[src/rtl/rds_dsp_pkg.sv]
// rds_dsp_pkg: shared widths and scaling constants for the RDS DSP output path
package rds_dsp_pkg;
  localparam int IN_WIDTH_D = 64;
  localparam int OUT_WIDTH_D = 8;
  localparam int DECIM_WIDTH_D = 8;
  localparam int CNT_WIDTH_D = 16;
  localparam int SHIFT_DEF = 24;
  function automatic longint out_mid(input int w);
    return longint'(1) << (w - 1);
  endfunction
  function automatic longint out_max(input int w);
    return (longint'(1) << w) - 1;
  endfunction
  localparam longint OUT_MID = out_mid(OUT_WIDTH_D);
  localparam longint OUT_MAX = out_max(OUT_WIDTH_D);
endpackage

[src/rtl/sat_quantize.sv]
// sat_quantize: arithmetic shift, mid-scale offset and clamp to an unsigned code
module sat_quantize
  import rds_dsp_pkg::*;
#(
  parameter int IN_WIDTH = IN_WIDTH_D,
  parameter int OUT_WIDTH = OUT_WIDTH_D
) (
  input  logic [IN_WIDTH-1:0]  data,
  input  logic [5:0]           shift,
  output logic [OUT_WIDTH-1:0] code,
  output logic                 clip
);
  localparam logic signed [IN_WIDTH:0] MID = (IN_WIDTH+1)'(out_mid(OUT_WIDTH));
  localparam logic signed [IN_WIDTH:0] MAX = (IN_WIDTH+1)'(out_max(OUT_WIDTH));
  logic signed [IN_WIDTH:0] r;
  logic lo, hi;
  // one guard bit keeps the offset add from wrapping at full-scale inputs
  assign r = ($signed({data[IN_WIDTH-1], data}) >>> shift) + MID;
  assign lo = r < 0;
  assign hi = r > MAX;
  assign clip = lo | hi;
  assign code = lo ? '0 : hi ? '1 : r[OUT_WIDTH-1:0];
endmodule

[src/rtl/axis_dac_quantizer.sv]
// axis_dac_quantizer: FIR stream to 8-bit DAC codes with decimation, tlast carry and clip count
module axis_dac_quantizer
  import rds_dsp_pkg::*;
#(
  parameter int IN_WIDTH = IN_WIDTH_D,
  parameter int OUT_WIDTH = OUT_WIDTH_D,
  parameter int DECIM_WIDTH = DECIM_WIDTH_D,
  parameter int CNT_WIDTH = CNT_WIDTH_D
) (
  input  logic                   s00_axis_aclk,
  input  logic                   s00_axis_areset,
  input  logic [IN_WIDTH-1:0]    s00_axis_tdata,
  input  logic                   s00_axis_tvalid,
  input  logic                   s00_axis_tlast,
  output logic                   s00_axis_tready,
  output logic [OUT_WIDTH-1:0]   m00_axis_tdata,
  output logic                   m00_axis_tvalid,
  output logic                   m00_axis_tlast,
  input  logic                   m00_axis_tready,
  input  logic [5:0]             shift,
  input  logic [DECIM_WIDTH-1:0] decim,
  output logic [CNT_WIDTH-1:0]   sat_count
);
  logic en, acc, keep, clip, s1_valid, s1_last, pend;
  logic [IN_WIDTH-1:0] s1_data;
  logic [5:0] s1_shift;
  logic [DECIM_WIDTH-1:0] dcnt, dlim;
  logic [OUT_WIDTH-1:0] code;
  assign en = !(m00_axis_tvalid && !m00_axis_tready);
  assign s00_axis_tready = en;
  assign acc = s00_axis_tvalid && en;
  assign keep = dcnt == '0;
  assign dlim = decim == '0 ? '0 : decim - 1'b1;
  sat_quantize #(.IN_WIDTH(IN_WIDTH), .OUT_WIDTH(OUT_WIDTH)) u_sq (
    .data(s1_data), .shift(s1_shift), .code(code), .clip(clip)
  );
  always_ff @(posedge s00_axis_aclk or posedge s00_axis_areset) begin
    if (s00_axis_areset) begin
      s1_valid <= 1'b0;
      s1_last <= 1'b0;
      s1_data <= '0;
      s1_shift <= '0;
      dcnt <= '0;
      pend <= 1'b0;
      m00_axis_tvalid <= 1'b0;
      m00_axis_tdata <= '0;
      m00_axis_tlast <= 1'b0;
      sat_count <= '0;
    end else if (en) begin
      s1_valid <= acc && keep;
      if (acc) begin
        // >= rather than == so a ratio lowered mid-count still wraps
        dcnt <= (s00_axis_tlast || dcnt >= dlim) ? '0 : dcnt + 1'b1;
        pend <= keep ? 1'b0 : pend | s00_axis_tlast;
        s1_data <= s00_axis_tdata;
        s1_shift <= shift;
        s1_last <= s00_axis_tlast | pend;
      end
      m00_axis_tvalid <= s1_valid;
      if (s1_valid) begin
        m00_axis_tdata <= code;
        m00_axis_tlast <= s1_last;
        if (clip && sat_count != '1) sat_count <= sat_count + 1'b1;
      end
    end
  end
endmodule

[config.mk]
export PLATFORM = sky130hd
export DESIGN_NAME = axis_dac_quantizer
export DESIGN_NICKNAME = d
export VERILOG_FILES = /design/src/rtl/rds_dsp_pkg.sv /design/src/rtl/sat_quantize.sv /design/src/rtl/axis_dac_quantizer.sv
export SDC_FILE = /design/constraint.sdc
export NUM_CORES = 1
export LEC_CHECK = 0
export ABC_AREA = 1
export CAP_MARGIN = 30
export CORE_ASPECT_RATIO = 1.25
export CORE_MARGIN = 2
export CORE_UTILIZATION = 54
export DETAILED_ROUTE_END_ITERATION = 8
export PLACE_DENSITY = 0.8
export SYNTH_ARGS = -nofsm -noshare
export SYNTH_HDL_FRONTEND = slang
export SYNTH_SLANG_ARGS = --single-unit
[constraint.sdc]
create_clock -name s00_axis_aclk -period 3.9 [get_ports s00_axis_aclk]
set_clock_uncertainty 0.2 [all_clocks]
set_input_delay 0.975 -clock s00_axis_aclk [delete_from_list [all_inputs] [get_ports s00_axis_aclk]]
set_output_delay 0.975 -clock s00_axis_aclk [all_outputs]
set_load 0.02 [all_outputs]
==> results of run 1 <==
[through the flow]
stage               setup TNS (ps)  utilization
detailed placement           -8000        0.699
floorplan                        0            -
CTS                          -2850        0.722
global placement             -6970        0.699
[kinds of logic after synthesis]
| logic type | after synthesis | synth area share |
|---|---|---|
| adder cells (fa/ha/maj) | 14 | 0.0141 |
| AO/OA/AOI/OAI | 67 | 0.0342 |
| XOR/XNOR | 20 | 0.0141 |
| flip-flops | 107 | 0.215 |
| AND/OR/NAND/NOR | 1831 | 0.640 |
| buffers and inverters | 225 | 0.0822 |
[per-layer routing]
metal,GRT overflow,global-route usage
met1,0,0.577
met2,3,0.850
met5,0,0.0385
met4,3,0.602
met3,1,0.269
[timing repair]
action,4_1_cts
resized for setup,53
gates cloned,1
setup buffers,3
pin swaps,4
endpoints found under the hold margin,0
setup endpoints to repair,24
==> run metrics, run 1 <==
outcome did not finish; Exit stage global routing (5_1_grt); Error [ERROR GRT-0232] Routing congestion too high. Check the congestion heatmap in the GUI.; Gate Count Post-Synth 2264; Initial Utilization 0.545; largest net degree at the start of global routing 72; H-Tree Depth 3; die width 140 µm; CTS Root Cell clkbuf_16; hold buffers post-CTS 0; ys async rst share 1.00; EDFF count, synth 0; area leader, netlist nand2_1; Yosys top cell area share 0.299; grt ovf 7; port bufs 109; clock buffer depth 2; ys flop type dfrtp_1; Placed Cells 2871; DP Area 0.0159 mm²; top post-synthesis cells by area nand2_1, nand3_1, dfrtp_1; Worst-path end type register input; RePlAce Congestion 1.07; Total GRT Usage 0.578; sequential share of the synthesized area 0.215; clk sinks 107; Synth top cells by count nand2_1, nand3_1, nor2_1, dfrtp_1, inv_1; Post-Syn Nets 2361; die extent in y 174 µm; Netlist cell types 41; dpl ws -389 ps; count leader, synth nand2_1; hpwl dp 42200 µm; worst_ep grt sat_count[13]$_DFFE_PP0P_/D; flops & latches, synth 107; Syn Area/Cell 5.49 µm²; Site Rows 62; synth warn 0; TritonCTS buffer count 9; Post-Syn Area 0.0124 mm²; # IOs 110
==> run 2: changes to the inputs <==
Settings changed: CORE_ASPECT_RATIO 1.25 to unset, CORE_UTILIZATION 54 to 40, PLACE_DENSITY 0.8 to unset, PLACE_DENSITY_LB_ADDON set to 0.15.
Clock period 3.9 ns to 5.1 ns, I/O delays scaled along.
==> run metrics, run 2 <==
outcome complete, no violations; Total GRT Usage 0.309; post-synthesis mux area share 0; Critical Path Fanout Max 61; Gate Count Post-Synth 2264; multi-input combinational cell area 0.00875 mm²; DR iter-0 viols 1930; Vias/cell 5.63; Placed Cells 2686; Largest register FFs 64; Non-Filler Instances 2703; FF-to-FF path depth 26; max-slew violation count 0; Worst-path clk slew 80 ps; Reg area 0.00268 mm²; vias in the first global route 13900; post-layout util 0.460; largest net degree at the start of global routing 80; Biggest register s1_data; Cell Pwr Density 525 mW/mm²; ys async rst share 1.00; post-synthesis simple-gate area fraction 0.640; clk_lat worst skew 390 ps; Final Hold Fails 0; layout cells sized above 1 0.0637; initial antenna violation count 0; worst hold path type flip-flop to flip-flop; grt ovf 0; Initial Utilization 0.406; Final #Nets 2399; TritonCTS buffer count 9; crit share post-route 0.941; DRC violations left 0; synth warn 0; hpwl dp 39800 µm; Syn Area/Cell 5.49 µm²; Sum Neg Setup Slack 0 ps; Regs by FF count s1_data (64), sat_count (16); max cap viols 0; Worst VDD drop 295 µV; flops & latches, synth 107; # IOs 110; unrepaired setup endpoints after global routing false; relative slew slack 0.387; die extent in y 180 µm; post-CTS setup buffers 0; die area 0.0325 mm²; CTS tree yes; top post-synthesis cells by area nand2_1, nand3_1, dfrtp_1; DRT antenna net count 0; die width 180 µm; leakage dissipation 6.95 nW; fmax 208 MHz; first-pass GRT wire length 79800 µm; worst slew pin tran 920 ps; Post-Syn Nets 2361; Setup crit end kind flip-flop; Detailed Routing Iterations Pass 1 6; Data required, critical path 5180 ps; fin crit period 4800 ps; Post-Synth XOR/XNOR Area 0.0141; clk sinks 107; # setup viols final 0; largest family of logic cells by synthesized area simple AND/OR/NAND/NOR gates; routed length per instance 18.6 µm; Post-Syn Area 0.0124 mm²; setup ws final 300 ps; port bufs 109; CTS Root Cell clkbuf_16; Yosys top cell area share 0.299; sequential share of the synthesized area 0.215; clock buffer depth 2; count leader, synth nand2_1; RePlAce Congestion 1.03; post-synthesis adder-cell area fraction 0.0141; ys flop type dfrtp_1; Netlist cell types 41; Worst Hold Depth 2; dpl ws 414 ps; area grow syn2layout 13.1%; CP Class flip-flop to flip-flop; core area 0.0306 mm²; commonest non-fill, non-tap cell in the layout nand2_1; Synth top cells by count nand2_1, nand3_1, nor2_1, dfrtp_1, inv_1; ANT cells 0; via count 15200; Site Rows 64; H-Tree Depth 3; commonest non-fill, non-tap cells in the layout nand2_1, nand3_1, nor2_1; area leader, netlist nand2_1; fillers 3464; final WL 50200 µm; EDFF count, synth 0; critical path arrival 4880 ps; startpoint types flip-flop; Compound-Gate Fraction of Synth Area 0.0342
-- run 2: per-layer routing --
metal / vias up / wire length (µm) / global-route usage
li1: 7428 / - / -
met1: 7036 / 23300 / 0.454
met2: 696 / 21700 / 0.475
met3: 52 / 4360 / 0.0513
met4: 0 / 850 / 0.0661
met5: - / 0 / 0
-- run 2: cell families after synthesis --
kind of cell / after synthesis
compound gates: 67
xor+xnor: 20
fa+ha+maj: 14
buf+inv: 225
flops: 107
simple gates: 1831
-- run 2: path summary, 6_finish.rpt --
path / start / end / slack (ps)
setup / recovery: s1_shift[0] / m00_axis_tdata[7] / 300
hold / removal: s1_valid / m00_axis_tvalid / 290
setup reg to reg: s1_shift[0] / m00_axis_tdata[7] / 300
hold reg to reg: s1_valid / m00_axis_tvalid / 290
max in group asynchronous: s00_axis_areset / s1_data[42] / 2700
min in group asynchronous: s00_axis_areset / s1_valid / 1230
-- run 2: worst max-delay path, stage by stage (launching register included) --
cell and delay, ps:
dfrtp_2 460, inv_8 270, nand2_1 130, nand3_1 110, nand3_1 250, nand3_1 210, nand2_1 130, nand2_1 110
nand3_1 100, nand2_1 240, nand2_1 110, nor2_1 290, nand2_1 150, nor2_2 240, nand2_1 140, nor2_1 150
nor2_1 60, nor2_1 190, nand2_1 80, nor2_1 100, nand2_1 70, nor2_1 280, nand3_1 170, nand3_2 190
nand2_1 90, nand2_1 70, nand2_1 50
-- run 2: area by class of cell --
type                       count  area share
sequential                   107       0.191
clock inverter                 6     0.00454
timing repair buffer         136      0.0982
tap                          396      0.0352
inverter                     115      0.0316
multi-input combinational   1933       0.623
clock buffer                  10      0.0170
-- run 2: stage by stage --
step / power, mW / hold WS (ps) / cell area [µm²]
final: 7.39 / 293 / 14100
after detailed placement: 6.52 / 269 / 13700
after floorplan: 4.92 / 245 / 12400
after global routing: 8.04 / 333 / 14100
after CTS: 7.29 / 294 / 14000
after global placement: 6.54 / 267 / 13700
-- run 2: what timing repair did --
action,CTS,global route
hold buffers,0,0
resized for setup,0,2
endpoints found under the setup margin,0,16
endpoints found under the hold margin,0,0
-- run 2: power breakdown --
| group | internal, mW | switching [mW] | total [mW] |
|---|---|---|---|
| Sequential | 1.07 | 0.228 | 1.29 |
| Combinational | 1.54 | 3.81 | 5.36 |
| Clock | 0.360 | 0.376 | 0.736 |
Note: power is estimated with default switching activity, not from simulation.
==> run 3: changes to the inputs <==
Settings changed: CAP_MARGIN 30 to unset, CELL_PAD_IN_SITES_DETAIL_PLACEMENT set to 2, CELL_PAD_IN_SITES_GLOBAL_PLACEMENT set to 2, CORE_UTILIZATION 40 to 31.
==> run metrics, run 3 (synthesis gave the netlist of run 2 again) <==
Non-Filler Instances 2849; outcome complete, no violations; clock buffer depth 2; layout cells sized above 1 0.0719; slowest library cell on the worst path dfrtp_4; area grow syn2layout 16.0%; largest net degree at the start of global routing 66; dpl ws 249 ps; fin crit period 4770 ps; worst slew pin tran 799 ps; Largest register FFs 64; WP buf/inv 3; setup ws final 333 ps; CTS tree yes; final WL 60800 µm; critical path arrival 4890 ps; via count 15700; crit share post-route 0.935; Worst VDD drop 236 µV; # IOs 110; max cap viols 0; CP Class flip-flop to flip-flop; most used cell, CP nand2_1; first-pass GRT wire length 97100 µm; Detailed Routing Iterations Pass 1 5; Critical Path Fanout Max 16; DR iter-0 viols 980; core area 0.0396 mm²; die extent in y 204 µm; TritonCTS buffer count 9; fillers 5108; Regs by FF count s1_data (64), sat_count (16); port bufs 109; Top delay family on crit path simple AND/OR/NAND/NOR gates; Placed Cells 2829; fmax 210 MHz; commonest non-fill, non-tap cell in the layout nand2_1; Power Total 7.82 mW; relative slew slack 0.466; Initial Utilization 0.314; DRT antenna net count 0; Site Rows 73; vias in the first global route 16800; routed length per instance 21.3 µm; startpoint types flip-flop; DRC violations left 0; Cell Pwr Density 542 mW/mm²; ANT cells 0; grt ovf 0; Biggest register s1_data; RePlAce Congestion 0.965; Total GRT Usage 0.300; Data required, critical path 5220 ps; clk sinks 107; clk_lat worst skew 400 ps; Worst-path clk slew 80 ps; hold buffers post-CTS 0; H-Tree Depth 3; leakage dissipation 7.06 nW; initial antenna violation count 1; Setup crit end kind flip-flop; Final Hold Fails 0; CTS Root Cell clkbuf_16; Vias/cell 5.50; worst hold path type flip-flop to flip-flop; die area 0.0417 mm²; commonest non-fill, non-tap cells in the layout nand2_1, nand3_1, nor2_1; # setup viols final 0; Final #Nets 2416; CP max stage delay 580 ps; hpwl dp 50200 µm; max-slew violation count 0; die width 204 µm; Sum Neg Setup Slack 0 ps
-- run 3: cell count changes in the layout (fill, tap and decap cells not counted), moves of 2 or more --
cell	delta
buf_4	+15
buf_6	+2
bufinv_16	+2
inv_8	-3
nor2_1	-3
nor2_2	+2
-- run 3: layer usage --
metal | wire [µm] | vias up | global-route usage | part of all wire
li1 | - | 7452 | - | -
met4 | 1360 | 0 | 0.0738 | 0.022
met2 | 30200 | 283 | 0.536 | 0.50
met1 | 27200 | 7877 | 0.385 | 0.45
met3 | 2110 | 60 | 0.0301 | 0.035
met5 | 0 | - | 0 | 0
-- run 3: stage by stage --
stage	utilization	hold slack [ps]	cell area (µm²)
CTS	0.362	301	14300
finish	0.364	288	14400
floorplan	-	245	12400
global placement	0.354	265	14000
global route	0.364	336	14400
detailed placement	0.354	285	14000
-- run 3: final timing paths --
| check | start | to | slack, ps | depth (start not counted) |
|---|---|---|---|---|
| max in group asynchronous | s00_axis_areset | s1_last | 2760 | 3 |
| hold reg to reg | m00_axis_tdata[7] | m00_axis_tdata[7] | 290 | 2 |
| setup reg to reg | s1_shift[0] | sat_count[14] | 330 | 27 |
| hold / removal | m00_axis_tdata[7] | m00_axis_tdata[7] | 290 | 2 |
| min in group asynchronous | s00_axis_areset | sat_count[2] | 1140 | 2 |
| setup / recovery | s1_shift[0] | sat_count[14] | 330 | 27 |
-- run 3: worst reg2reg max path: cells and delay by family (launching register included) --
kind | cells | cell delay (ps)
and+or+nand+nor | 23 | 3230
DFF | 1 | 580
AOI/OAI and AO/OA | 1 | 70
buffers and inverters | 3 | 630
-- run 3: timing repair --
action | in CTS | in global routing
gates resized for setup | 0 | 12
endpoints found under the setup margin | 0 | 24
buffers inserted | 0 | 4
-- run 3: area by class of cell --
| class | instances | area [µm²] | share of cell area |
|---|---|---|---|
| sequential | 107 | 2680 | 0.186 |
| clock buffer | 12 | 256 | 0.0178 |
| multi-input combinational | 1932 | 8750 | 0.607 |
| tap | 525 | 657 | 0.0455 |
| clock inverter | 4 | 73.8 | 0.00512 |
| inverter | 115 | 465 | 0.0323 |
| timing repair buffer | 154 | 1540 | 0.106 |
-- run 3: power breakdown --
| part | leakage (nW) | total, mW | internal, mW | switching (mW) |
|---|---|---|---|---|
| logic | 5.56 | 5.72 | 1.61 | 4.11 |
| clock network | 0.163 | 0.800 | 0.457 | 0.343 |
| registers | 1.34 | 1.30 | 1.07 | 0.234 |
| total | 7.06 | 7.82 | 3.13 | 4.68 |
